===== config.mk =====
export PLATFORM = sky130hd
export DESIGN_NAME = ada_pulse_frontend
export DESIGN_NICKNAME = d
export VERILOG_FILES = /design/src/rtl/ada_pulse_frontend.sv
export SDC_FILE = /design/constraint.sdc
export NUM_CORES = 1
export LEC_CHECK = 0
export CORE_MARGIN = 1.5
export CORE_UTILIZATION = 55
export CTS_CLUSTER_SIZE = 28
export DETAILED_ROUTE_END_ITERATION = 12
export PLACE_DENSITY_LB_ADDON = 0.12
export RECOVER_POWER = 25
export SLEW_MARGIN = 20
export SYNTH_ARGS = -nofsm -noshare
export SYNTH_HDL_FRONTEND = slang
export SYNTH_SLANG_ARGS = --single-unit

===== constraint.sdc =====
create_clock -name CLOCK_65 -period 5.3 [get_ports CLOCK_65]
set_input_delay 1.06 -clock CLOCK_65 [delete_from_list [all_inputs] [get_ports CLOCK_65]]
set_output_delay 1.06 -clock CLOCK_65 [all_outputs]
set_load 0.05 [all_outputs]

===== src/rtl/ada_pulse_frontend.sv =====
// Per-channel ADC front-end: offset-binary to signed conversion, boxcar smoothing,
// threshold/hysteresis/hold-off pulse detection with stats, and a selectable DAC monitor source.
module ada_pulse_frontend #(
    parameter int DATA_W    = 14,
    parameter int NUM_CH    = 2,
    parameter int AVG_LOG2  = 2,
    parameter int HOLDOFF_W = 16
) (
    input  logic                       CLOCK_65,
    input  logic                       RESET,
    input  logic [NUM_CH*DATA_W-1:0]   ADC_DATA,
    input  logic [NUM_CH-1:0]          ADC_OTR,
    input  logic [1:0]                 MODE,
    input  logic [DATA_W-1:0]          THRESH_HI,
    input  logic [DATA_W-1:0]          THRESH_LO,
    input  logic [HOLDOFF_W-1:0]       HOLDOFF,
    input  logic                       CLR_STATS,
    output logic [NUM_CH*DATA_W-1:0]   DAC_DATA,
    output logic [NUM_CH-1:0]          PULSE_VALID,
    output logic [NUM_CH*DATA_W-1:0]   PULSE_PEAK,
    output logic [NUM_CH*16-1:0]       PULSE_WIDTH,
    output logic [NUM_CH*32-1:0]       PULSE_COUNT,
    output logic [NUM_CH-1:0]          OTR_STICKY
);

    localparam int AVG_N = 1 << AVG_LOG2;
    localparam int ACC_W = DATA_W + AVG_LOG2;
    localparam logic [DATA_W-1:0] MIDSCALE = {1'b1, {(DATA_W-1){1'b0}}};

    typedef enum logic [1:0] {
        ST_IDLE  = 2'd0,
        ST_PULSE = 2'd1,
        ST_HOLD  = 2'd2
    } state_t;

    genvar gi;
    generate
        for (gi = 0; gi < NUM_CH; gi++) begin : g_ch
            logic [DATA_W-1:0]    adc_ch;
            logic [DATA_W-1:0]    raw_reg;
            logic [DATA_W-1:0]    s1_reg;
            logic                 otr_reg;
            logic [ACC_W-1:0]     sum;
            logic [DATA_W-1:0]    filt_reg;
            logic [DATA_W-1:0]    ramp_reg;
            logic [DATA_W-1:0]    dac_reg;

            state_t               state_reg, state_next;
            logic [DATA_W-1:0]    peak_reg, peak_next;
            logic [15:0]          width_reg, width_next;
            logic [HOLDOFF_W-1:0] cnt_reg, cnt_next;
            logic                 end_pulse;

            logic                 valid_reg;
            logic [DATA_W-1:0]    peak_out_reg;
            logic [15:0]          width_out_reg;
            logic [31:0]          count_reg;
            logic                 sticky_reg;

            assign adc_ch = ADC_DATA[gi*DATA_W +: DATA_W];

            // Window holds the previous AVG_N-1 converted samples; the current one is s1_reg.
            if (AVG_LOG2 > 0) begin : g_box
                logic [DATA_W-1:0] win_reg [AVG_N-1];

                always_ff @(posedge CLOCK_65) begin
                    if (RESET) begin
                        for (int i = 0; i < AVG_N-1; i++) win_reg[i] <= '0;
                    end else begin
                        win_reg[0] <= s1_reg;
                        for (int i = 1; i < AVG_N-1; i++) win_reg[i] <= win_reg[i-1];
                    end
                end

                always_comb begin
                    sum = {{AVG_LOG2{s1_reg[DATA_W-1]}}, s1_reg};
                    for (int i = 0; i < AVG_N-1; i++)
                        sum = sum + {{AVG_LOG2{win_reg[i][DATA_W-1]}}, win_reg[i]};
                end
            end else begin : g_nobox
                assign sum = s1_reg;
            end

            always_ff @(posedge CLOCK_65) begin
                if (RESET) begin
                    raw_reg  <= '0;
                    s1_reg   <= '0;
                    otr_reg  <= 1'b0;
                    filt_reg <= '0;
                    ramp_reg <= '0;
                    dac_reg  <= MIDSCALE;
                end else begin
                    raw_reg  <= adc_ch;
                    s1_reg   <= {~adc_ch[DATA_W-1], adc_ch[DATA_W-2:0]};
                    otr_reg  <= ADC_OTR[gi];
                    filt_reg <= sum[ACC_W-1 -: DATA_W];
                    ramp_reg <= ramp_reg + DATA_W'(1);
                    case (MODE)
                        2'd0:    dac_reg <= MIDSCALE;
                        2'd1:    dac_reg <= raw_reg;
                        2'd2:    dac_reg <= ramp_reg;
                        default: dac_reg <= {~filt_reg[DATA_W-1], filt_reg[DATA_W-2:0]};
                    endcase
                end
            end

            always_ff @(posedge CLOCK_65) begin
                if (RESET) begin
                    state_reg <= ST_IDLE;
                    peak_reg  <= '0;
                    width_reg <= '0;
                    cnt_reg   <= '0;
                end else begin
                    state_reg <= state_next;
                    peak_reg  <= peak_next;
                    width_reg <= width_next;
                    cnt_reg   <= cnt_next;
                end
            end

            // The sample that ends a pulse contributes to neither peak nor width.
            always_comb begin
                state_next = state_reg;
                peak_next  = peak_reg;
                width_next = width_reg;
                cnt_next   = cnt_reg;
                end_pulse  = 1'b0;
                case (state_reg)
                    ST_IDLE: begin
                        if ($signed(filt_reg) > $signed(THRESH_HI)) begin
                            state_next = ST_PULSE;
                            peak_next  = filt_reg;
                            width_next = 16'd1;
                        end
                    end
                    ST_PULSE: begin
                        if ($signed(filt_reg) < $signed(THRESH_LO)) begin
                            end_pulse = 1'b1;
                            if (HOLDOFF == '0) begin
                                state_next = ST_IDLE;
                            end else begin
                                state_next = ST_HOLD;
                                cnt_next   = HOLDOFF;
                            end
                        end else begin
                            if ($signed(filt_reg) > $signed(peak_reg)) peak_next = filt_reg;
                            if (width_reg != 16'hFFFF) width_next = width_reg + 16'd1;
                        end
                    end
                    ST_HOLD: begin
                        if (cnt_reg <= HOLDOFF_W'(1)) state_next = ST_IDLE;
                        else cnt_next = cnt_reg - HOLDOFF_W'(1);
                    end
                    default: state_next = ST_IDLE;
                endcase
            end

            always_ff @(posedge CLOCK_65) begin
                if (RESET) begin
                    valid_reg     <= 1'b0;
                    peak_out_reg  <= '0;
                    width_out_reg <= '0;
                    count_reg     <= '0;
                    sticky_reg    <= 1'b0;
                end else begin
                    valid_reg <= end_pulse;
                    if (end_pulse) begin
                        peak_out_reg  <= peak_reg;
                        width_out_reg <= width_reg;
                    end
                    if (CLR_STATS) count_reg <= '0;
                    else if (end_pulse && count_reg != 32'hFFFF_FFFF) count_reg <= count_reg + 32'd1;
                    if (CLR_STATS) sticky_reg <= 1'b0;
                    else if (otr_reg) sticky_reg <= 1'b1;
                end
            end

            assign DAC_DATA[gi*DATA_W +: DATA_W]   = dac_reg;
            assign PULSE_VALID[gi]                 = valid_reg;
            assign PULSE_PEAK[gi*DATA_W +: DATA_W] = peak_out_reg;
            assign PULSE_WIDTH[gi*16 +: 16]        = width_out_reg;
            assign PULSE_COUNT[gi*32 +: 32]        = count_reg;
            assign OTR_STICKY[gi]                  = sticky_reg;
        end
    endgenerate

endmodule

# Word level (Yosys, flattened, before mapping)
# Memory sizes are Yosys's and may differ from the RTL's.
# Index checks and enable logic that the tools add are counted.
# W data, S select, Z words.
word_totals:
  ram_bits: 84
  mem_count: 2
  out_inout_bits: 156
  reg_bits: 366
op_classes:
  n_mux: 47
  n_eq_ne: 26
  n_addsub: 14
  bitwise_logic: 10
  reduce_logical: 19
  order_cmp: 8
memory_table:
  columns: ["memory", "words", "word_bits", "read_ports", "rd_clocked_by_memory_dff", "write_ports", "line", "rtl"]
  rows:
  - ["g_ch[0].g_box.win_reg", 3, 14, 3, 0, 3, "64", "logic [DATA_W-1:0] win_reg [AVG_N-1];"]
  - ["g_ch[1].g_box.win_reg", 3, 14, 3, 0, 3, "64", null]
op_table:
  columns: ["op", "count"]
  rows:
  - ["$mux W16", 11]
  - ["$mux W14", 12]
  - ["$pmux W16 S2", 4]
  - ["$pmux W14 S3", 2]
  - ["$add A32 B1 Y32 const B", 2]
  - ["$ne A32 B32 Y1 const B", 2]
  - ["$gt A14 B14 Y1", 4]
  - ["$pmux W14 S2", 2]
  - ["$add A15 B14 Y16", 2]
  - ["$add A16 B1 Y16 const B", 2]
  - ["$add A16 B16 Y16", 2]
  - ["$le A16 B1 Y1 const B", 2]
  - ["$ne A16 B16 Y1 const B", 2]
  - ["$ne A2 B2 Y1 const B", 16]
  - ["$sub A16 B1 Y16 const B", 2]
  - ["$add A14 B14 Y15", 2]
  - ["$add A14 B1 Y14 const B", 2]
  - ["$lt A14 B14 Y1", 2]
  - ["$reduce_and A4 Y1", 6]
  - ["$logic_not A16 Y1", 1]
  - ["$mux W2", 7]
  - ["$pmux W2 S3", 2]
  - ["$reduce_bool A2 Y1", 4]
  - ["$mux W1", 7]
  - ["other kinds (8)", 24]

# Longest topological paths before layout
# Gate-level depths: netlist of the first run.
depth:
  ltp_word: 4
  depth_mapped: 14
  depth_no_buf: 14

# Least setup slack after synthesis of the first run
# Ideal clock, no wire load.
synth_path:
  kind: "flip-flop to flip-flop"
  startpoint: "register g_ch[0].raw_reg[1] (netlist name)"
  endpoint: "register g_ch[0].filt_reg[13]"
  path_stages_with_launch: 15
  arrival_time_ns: 3.165
  path_buffers: 0
  setup_slack_ns: 2.007
  period_less_slack_ns: 3.293
  required_ns: 5.172
  path_cell_list: "dfxtp_1 inv_1 fa_1 inv_1 fa_1 and3b_1 fa_1 a21oi_1 o2111ai_1 o211ai_1 o2111ai_1 a21o_1 a31oi_1 xnor2_1 nor2_1"
synth_rtl:
  columns: ["element", "line", "rtl"]
  rows:
  - ["end signal: assignment", "96", "filt_reg <= sum[ACC_W-1 -: DATA_W];"]
  - ["end: declaration", "44", "logic [DATA_W-1:0] filt_reg;"]

# Final worst setup path of the first run
layout_path:
  startpoint: "input THRESH_LO[12]"
  endpoint: "register g_ch[0].peak_reg[6]"
layout_between:
  elab_chain_cells: 3
layout_lines:
  columns: ["element", "line", "rtl"]
  rows:
  - ["start: declaration", "15", "input logic [DATA_W-1:0] THRESH_LO,"]
  - ["$lt A14 B14 Y1", "137", "if ($signed(filt_reg) < $signed(THRESH_LO)) begin"]
  - ["$ne A2 B2 Y1 (no source line)", null, null]
  - ["$reduce_and A4 Y1 (no source line)", null, null]
  - ["end signal: assignment", "115", "peak_reg <= peak_next;"]
  - ["end: declaration", "49", "logic [DATA_W-1:0] peak_reg, peak_next;"]
# Every way passes these cells.
# A chain may end at the register's enable or synchronous reset.

==> flow_summary.ini, run 1 <==
[critical_path]
cpPeakStageDelay_ns = 0.91
worstPathArrival_ns = 4.35
end_kind = flop
reg2reg_depth = 14
criticalPathCategory = input port to flop
timing.rr.end = g_ch[0].filt_reg[13]$_SDFF_PP0_
worst_ep_required_time_ns = 5.62
r2r_slack_ns = 1.53
critical_path_cell_count = 11
r2r-start = g_ch[0].raw_reg[1]$_SDFF_PP0_
slowest_stage = a311oi_4
crit_buf_inv = 3
start_kind = input port
crit_fanout = 22
path_cells = clkdlybuf4s50_1, inv_1, ha_1, and3_1, nand4_1, o2bb2ai_1, nor3_4, buf_4, a311oi_4, mux2i_1, nor2_1
crit_family = compound AO/OA/AOI/OAI gates

[synthesis]
yosys_register_bits = 424
synth-seq-area-share_pct = 40.31
synth_area_leaders = dfxtp_1, ha_1, nor2_1
synthesis.nets = 2706
synthTopCellsByCount = dfxtp_1, nor2_1, inv_1
synth-main-ff-cell = dfxtp_1
yosysTopAreaCell = dfxtp_1
syn_inst = 2451
async_flop_share_pct = 0
syn-cell-area_um2 = 21060
yosysMostFrequentCell = dfxtp_1
syn_avg_cell_area_um2 = 8.591
synth_top_area_share_pct = 40.31
ys_types = 86
synth_edf_count = 0
yosysWarnings = 0

[cells_and_area]
syn2layout_area_growth_pct = 20.26
drive_above_1_share_pct = 6.448
multi_input_area_um2 = 11210
antenna_cells = 0
register_area_um2 = 8488
largest_reg_flops = 84
layout.nets = 2903
fillers = 3167

[timing]
fin_setup_tns_ns = 0
setup_viol = 0
finalCriticalPeriod_ns = 4.033
relSlewSlack_pct = -121.5
slew_viol_final = 234
worst_slew_pin_slew_ns = 3.322
skew_ns = 0.01573
worst_slack_ns = 1.267
rsz0062_at_grt = no
whs_ns = 0.4420
clock.fmax_ghz = 0.2479
fin_crit_sh_pct = 76.10
hold_viol = 0

[floorplan]
die_height_um = 198.7
rows = 71
chipWidth_um = 198.7
die_area_um2 = 39470
io_pins = 235
fp.coreArea_um2 = 37670
initial_utilization_pct = 55.91

[min_path]
hold_class = flop to flop
hold_end = g_ch[1].sticky_reg$_SDFFE_PP0P_
hold_depth = 2
holdCritStartpoint = g_ch[1].otr_reg$_SDFF_PP0_

[run_status]
status = complete, but fails checks
violations = max-capacitance violations, max-slew violations

[grt]
grt_remaining_overflow = 0
grt_max_degree = 112
grt_antenna_before_repair = 0
grt_pass1_vias = 16830
grt_usage_pct = 26.34
grt_pass1_wl_um = 83570

[power]
ir_drop_v = 0.0002733
cellLeakagePower_nw = 9.847
powerDensity_nw_per_um2 = 348.1

[placement]
gp_congestion = 0.8762
hpwl_um = 38130
dpl_worst_slack_ns = 0.7531
port_buffers = 234

[drt]
routed_wl_um = 52020
via_per_inst = 5.516
drc_errors = 0
vias = 17620
drtAntennaViolNets = 0
wire_per_inst_um = 16.29
first_pass_iters = 5
drt_iter0_markers = 1000

[clocking]
cts_tree = built
ctsResizeCount = 0
cts_buffer_depth = 3
cts_setup_buffers = 0
root_buffer = clkbuf_16
holdBufCountCts = 0
cts_buffers = 45
path_clk_slew_ns = 0.06
cts.sinks = 424
h-tree-depth = 2
clk-insertion-delay-late_ns = 0.57

[flow_run]
cap_violations = 4
## how the worst max path moves through the flow
stage,from,to,slack [ns]
6_report,THRESH_LO[12],g_ch[0].peak_reg[6]$_SDFFE_PP0P_,1.27
5_1_grt,RESET,g_ch[0].cnt_reg[15]$_SDFFE_PP0P_,0.88
3_3_place_gp,THRESH_LO[4],g_ch[0].count_reg[5]$_SDFFE_PP0P_,0.90
3_5_place_dp,THRESH_LO[4],g_ch[0].count_reg[5]$_SDFFE_PP0P_,0.75
4_1_cts,THRESH_LO[4],g_ch[0].count_reg[5]$_SDFFE_PP0P_,1.35
2_1_floorplan,g_ch[0].raw_reg[1]$_SDFF_PP0_,g_ch[0].filt_reg[13]$_SDFF_PP0_,2.01
## routing by layer
layer	vias to the layer above	global-route usage, %	part of all wire (%)
met5	-	0	0
met4	0	9.315	2.9
met3	87	3.950	5.8
met2	479	43.69	46
met1	8398	34.92	45
li1	8655	-	-
## report_power, final
group	internal [W]	switching (W)	leakage [nW]
Sequential	0.00338	0.000209	3.45
Clock	0.00196	0.00129	0.753
Combinational	0.000767	0.00121	5.64
## area by class of cell
cell class                      count  area share (%)
Multi-Input combinational cell   1680           44.28
Timing Repair Buffer              256           10.01
Tap cell                          511           2.525
Clock buffer                       61           5.129
Sequential cell                   424           33.52
Clock inverter                     21          0.9734
Inverter                          241           3.572
## metrics by stage
step	utilization [%]	power, W	cell area, um2	cells
2_1_floorplan	-	0.005084	21060	2451
3_3_place_gp	63.07	0.005536	23760	3111
3_5_place_dp	63.07	0.005600	23760	3111
4_1_cts	67.17	0.008854	25300	3193
5_1_grt	67.23	0.009252	25320	3194
6_report	67.23	0.008814	25320	3194
## cells in the final DEF (no fill, tap or decap), types with 58 or more instances in the layout
| cell | count |
|---|---|
| clkdlybuf4s50_1 | 233 |
| ha_1 | 118 |
| dfxtp_1 | 424 |
| nand3_1 | 71 |
| fa_1 | 58 |
| xnor2_1 | 62 |
| nor2b_1 | 58 |
| inv_1 | 241 |
| nand2_1 | 223 |
| a21oi_1 | 139 |
| o21ai_0 | 98 |
| nor2_1 | 337 |
## kinds of logic after synthesis
family / after synthesis / share of synthesized area [%]
AO/OA/AOI/OAI: 429 / 13.31
multiplexers: 55 / 2.751
buffers and inverters: 347 / 6.518
XOR/XNOR: 93 / 3.868
AND/OR/NAND/NOR: 927 / 20.72
flip-flops: 424 / 40.31
adder cells (fa/ha/maj): 176 / 12.53
## worst reg2reg max path, delay by kind of cell, from the launching register on
family	cells	cell delay (ns)
buffers and inverters	2	0.13
flip-flops	1	0.34
AND/OR/NAND/NOR	2	0.26
XOR/XNOR	1	0.16
AO/OA/AOI/OAI	6	1.28
adder cells (fa/ha/maj)	3	1.38
Note: power is estimated with default switching activity, not from simulation.
==> run 2, diff against run 1 <==
Clock period 5.3 ns to 4.1 ns, I/O delays scaled along.
==> flow_summary.ini, run 2 (synthesized netlist as in run 1, its figures left out) <==
[run_status]
status = complete, but fails checks
violations = max-capacitance violations, max-slew violations

[cells_and_area]
multi_input_area_um2 = 11210
drive_above_1_share_pct = 6.766
layout_common_cells = dfxtp_1, nor2_1, inv_1, clkdlybuf4s50_1, nand2_1
register_area_um2 = 8488
fillers = 3143
antenna_cells = 0
final_common_cell = dfxtp_1
layout.nets = 2910
fin_util_pct = 67.65
syn2layout_area_growth_pct = 21.00
largest_reg_flops = 84

[timing]
skew_ns = 0.01441
fin_crit_sh_pct = 89.83
clock.fmax_ghz = 0.2715
setup_viol = 0
worst_slack_ns = 0.4168
worst_slew_pin_slew_ns = 2.892
finalCriticalPeriod_ns = 3.683
fin_setup_tns_ns = 0
hold_viol = 0
slew_viol_final = 227
relSlewSlack_pct = -92.77
rsz0062_at_grt = no

[critical_path]
r2r-start = g_ch[0].raw_reg[1]$_SDFF_PP0_
worstPathArrival_ns = 4.12
r2r_slack_ns = 0.42
reg2reg_depth = 14
crit_fanout = 3
start_kind = flop
criticalPathCategory = flop to flop
timing.rr.end = g_ch[0].filt_reg[13]$_SDFF_PP0_
worst_ep_required_time_ns = 4.54
end_kind = flop

[drt]
vias = 17640
highest_layer = met4
met3_length_um = 3337
drc_errors = 0
via_per_inst = 5.511
routed_wl_um = 52350
wl_met2_um = 24360
drtAntennaViolNets = 0
drt_iter0_markers = 1030
first_pass_iters = 5
met1_length_um = 22970
wire_per_inst_um = 16.35

[clocking]
cts_setup_buffers = 0
cts_buffers = 45
h-tree-depth = 2
cts_buffer_depth = 3
clk-insertion-delay-late_ns = 0.58
ctsResizeCount = 0
path_clk_slew_ns = 0.06
holdBufCountCts = 0
root_buffer = clkbuf_16
cts.sinks = 424
cts_tree = built

[min_path]
hold_end = g_ch[0].g_box.win_reg[0][36]$_SDFF_PP0_
holdCritStartpoint = g_ch[0].g_box.win_reg[0][22]$_SDFF_PP0_
hold_depth = 2
hold_class = flop to flop

[placement]
port_buffers = 234
gp_congestion = 0.9193
hpwl_um = 38220
dpl_worst_slack_ns = 0.08459

[floorplan]
chipWidth_um = 198.7
rows = 71
die_area_um2 = 39470
die_height_um = 198.7
initial_utilization_pct = 55.91
fp.coreArea_um2 = 37670
io_pins = 235

[grt]
grt_usage_pct = 26.47
grt_max_degree = 157
grt_antenna_before_repair = 0
grt_remaining_overflow = 0
grt_pass1_vias = 16820
grt_pass1_wl_um = 83610

[power]
ir_drop_v = 0.0003266
powerDensity_nw_per_um2 = 461.6
fin_total_pwr_w = 0.01176
cellLeakagePower_nw = 9.943

[flow_run]
cap_violations = 2
[run 2: worst max-delay path by stage]
stage / startpoint / end / slack [ns] / cells after the start
floorplan: g_ch[0].raw_reg[1]$_SDFF_PP0_ / g_ch[0].filt_reg[13]$_SDFF_PP0_ / 0.81 / 14
detailed placement: THRESH_LO[13] / g_ch[0].peak_reg[8]$_SDFFE_PP0P_ / 0.08 / 10
global placement: THRESH_LO[4] / g_ch[0].count_reg[5]$_SDFFE_PP0P_ / 0.13 / 11
global route: g_ch[1].raw_reg[1]$_SDFF_PP0_ / g_ch[1].filt_reg[13]$_SDFF_PP0_ / 0.13 / 14
finish: g_ch[0].raw_reg[1]$_SDFF_PP0_ / g_ch[0].filt_reg[13]$_SDFF_PP0_ / 0.42 / 14
CTS: g_ch[0].raw_reg[1]$_SDFF_PP0_ / g_ch[0].filt_reg[13]$_SDFF_PP0_ / 0.41 / 14
[run 2: final cells by class]
| cell class | instances | share of cell area (%) |
|---|---|---|
| repair buffers | 263 | 10.14 |
| clock inverters | 22 | 1.449 |
| inverters | 241 | 3.550 |
| flip-flops and latches | 424 | 33.31 |
| multi-input cells | 1680 | 43.99 |
| well taps | 511 | 2.509 |
| clock buffers | 60 | 5.043 |
[run 2: worst max-delay path, cell delays in order (launching register included)]
cell	delay (ns)
dfxtp_1	0.34
inv_1	0.08
fa_1	0.53
inv_1	0.05
fa_1	0.43
and3b_1	0.22
fa_1	0.41
a21oi_1	0.26
o2111ai_1	0.20
o211ai_1	0.21
o2111ai_1	0.18
a21o_1	0.23
a31oi_1	0.21
xnor2_1	0.14
nor2_1	0.05
[run 2: per-layer routing]
metal	up-vias	global-route usage, %
li1	8688	-
met1	8328	34.86
met2	518	43.80
met3	107	4.510
met4	0	9.343
met5	-	0
[run 2: power breakdown]
| group | internal [W] | switching [W] | leakage, nW |
|---|---|---|---|
| Combinational | 0.00103 | 0.00158 | 5.68 |
| Sequential | 0.00437 | 0.000273 | 3.45 |
| Clock | 0.00283 | 0.00168 | 0.812 |
| Total | 0.00823 | 0.00353 | 9.94 |
[run 2: per-stage QoR]
stage	area [um2]	hold WS, ns	instances
4_1_cts	25500	0.4543	3201
2_1_floorplan	21060	0.4114	2451
3_5_place_dp	23840	0.4328	3119
3_3_place_gp	23840	0.4189	3119
5_1_grt	25480	0.4679	3201
6_report	25480	0.4515	3201
==> run 3, diff against run 2 <==
Settings changed: CORE_MARGIN 1.5 to 4.
==> flow_summary.ini, run 3 (synthesized netlist as in run 1, its figures left out) <==
[clocking]
root_buffer = clkbuf_16
cts_setup_buffers = 0
clk-insertion-delay-late_ns = 0.58
holdBufCountCts = 0
cts_tree = built
h-tree-depth = 2
cts.sinks = 424
ctsResizeCount = 0
cts_buffer_depth = 3
cts_buffers = 45
path_clk_slew_ns = 0.06

[run_status]
violations = max-capacitance violations, max-slew violations
status = complete, but fails checks

[drt]
drt_iter0_markers = 1027
routed_wl_um = 53060
drtAntennaViolNets = 0
drc_errors = 0
first_pass_iters = 5
vias = 17630
wire_per_inst_um = 16.57
via_per_inst = 5.507

[floorplan]
initial_utilization_pct = 55.77
chipWidth_um = 203.7
die_area_um2 = 41480
fp.coreArea_um2 = 37760
io_pins = 235
die_height_um = 203.7
rows = 71

[cells_and_area]
syn2layout_area_growth_pct = 20.49
layout_common_cells = dfxtp_1, nor2_1, inv_1, clkdlybuf4s50_1, nand2_1
layout.nets = 2910
drive_above_1_share_pct = 6.691
final_common_cell = dfxtp_1
largest_reg_flops = 84

[grt]
grt_pass1_wl_um = 84780
grt_max_degree = 167
grt_antenna_before_repair = 1
grt_remaining_overflow = 0
grt_usage_pct = 24.81
grt_pass1_vias = 16880

[placement]
port_buffers = 234
hpwl_um = 38850
gp_congestion = 0.8965

[critical_path]
slowest_stage = clkbuf_2
worst_ep_required_time_ns = 4.48
cpPeakStageDelay_ns = 1.46
end_kind = flop
path_cells = clkbuf_2, buf_4, nor2_1
r2r_slack_ns = 0.47
crit_fanout = 166
criticalPathCategory = input port to flop
crit_family = buffers and inverters
crit_buf_inv = 2
start_kind = input port
worstPathArrival_ns = 4.07

[flow_run]
cap_violations = 2

[power]
powerDensity_nw_per_um2 = 450.8
ir_drop_v = 0.0003773
cellLeakagePower_nw = 9.897
fin_total_pwr_w = 0.01144

[timing]
setup_viol = 0
fin_crit_sh_pct = 90.06
rsz0062_at_grt = no
hold_viol = 0
finalCriticalPeriod_ns = 3.692
fin_setup_tns_ns = 0
relSlewSlack_pct = -41.90
slew_viol_final = 268
skew_ns = 0.01617
clock.fmax_ghz = 0.2708
worst_slew_pin_slew_ns = 2.129

[min_path]
hold_class = flop to flop
==> run 3: power breakdown <==
part           switching (W)  internal [W]
Sequential          0.000272       0.00437
Clock                0.00167       0.00251
Combinational        0.00158       0.00103
==> run 3: through the flow <==
stage / util [%] / hold WS [ns] / worst slack [ns] / cell area (um2) / cells
4_1_cts: 67.25 / 0.4438 / 0.4948 / 25390 / 3201
6_report: 67.20 / 0.4390 / 0.4076 / 25370 / 3202
5_1_grt: 67.19 / 0.4669 / 0.1227 / 25370 / 3201
3_5_place_dp: 63.18 / 0.4301 / 0.009866 / 23850 / 3119
2_1_floorplan: - / 0.4114 / 0.8072 / 21060 / 2451
3_3_place_gp: 63.18 / 0.4210 / 0.1251 / 23850 / 3119
==> run 3: worst paths after layout <==
kind / startpoint / to / cells past startpoint
worst min register to register: g_ch[1].otr_reg$_SDFF_PP0_ / g_ch[1].sticky_reg$_SDFFE_PP0P_ / 2
worst max-delay path: RESET / g_ch[1].ramp_reg[12]$_SDFF_PP0_ / 3
worst max register to register: g_ch[1].raw_reg[1]$_SDFF_PP0_ / g_ch[1].filt_reg[13]$_SDFF_PP0_ / 14
worst min-delay path: g_ch[1].otr_reg$_SDFF_PP0_ / g_ch[1].sticky_reg$_SDFFE_PP0P_ / 2
==> run 3: area by class of cell <==
class,instances,area (um2)
Fill cell,3097,12380
Multi-Input combinational cell,1680,11210
Sequential cell,424,8488
Timing Repair Buffer,263,2590
Clock buffer,66,1336
Inverter,241,904.6
Tap cell,511,639.4
Clock inverter,16,201.4
Antenna cell,1,2.502
==> run 3: metal layers <==
layer / vias up / track usage (%) / wire length, um
li1: 8689 / - / -
met1: 8351 / 33.37 / 23220
met2: 497 / 40.80 / 24610
met3: 96 / 4.277 / 3639
met4: 0 / 8.311 / 1583
met5: - / 0 / 0
==> run 3: tightest hold or removal path: stages (launching register included) <==
cell     delay (ns)
dfxtp_1        0.30
nor2_1         0.03
nor2_1         0.07
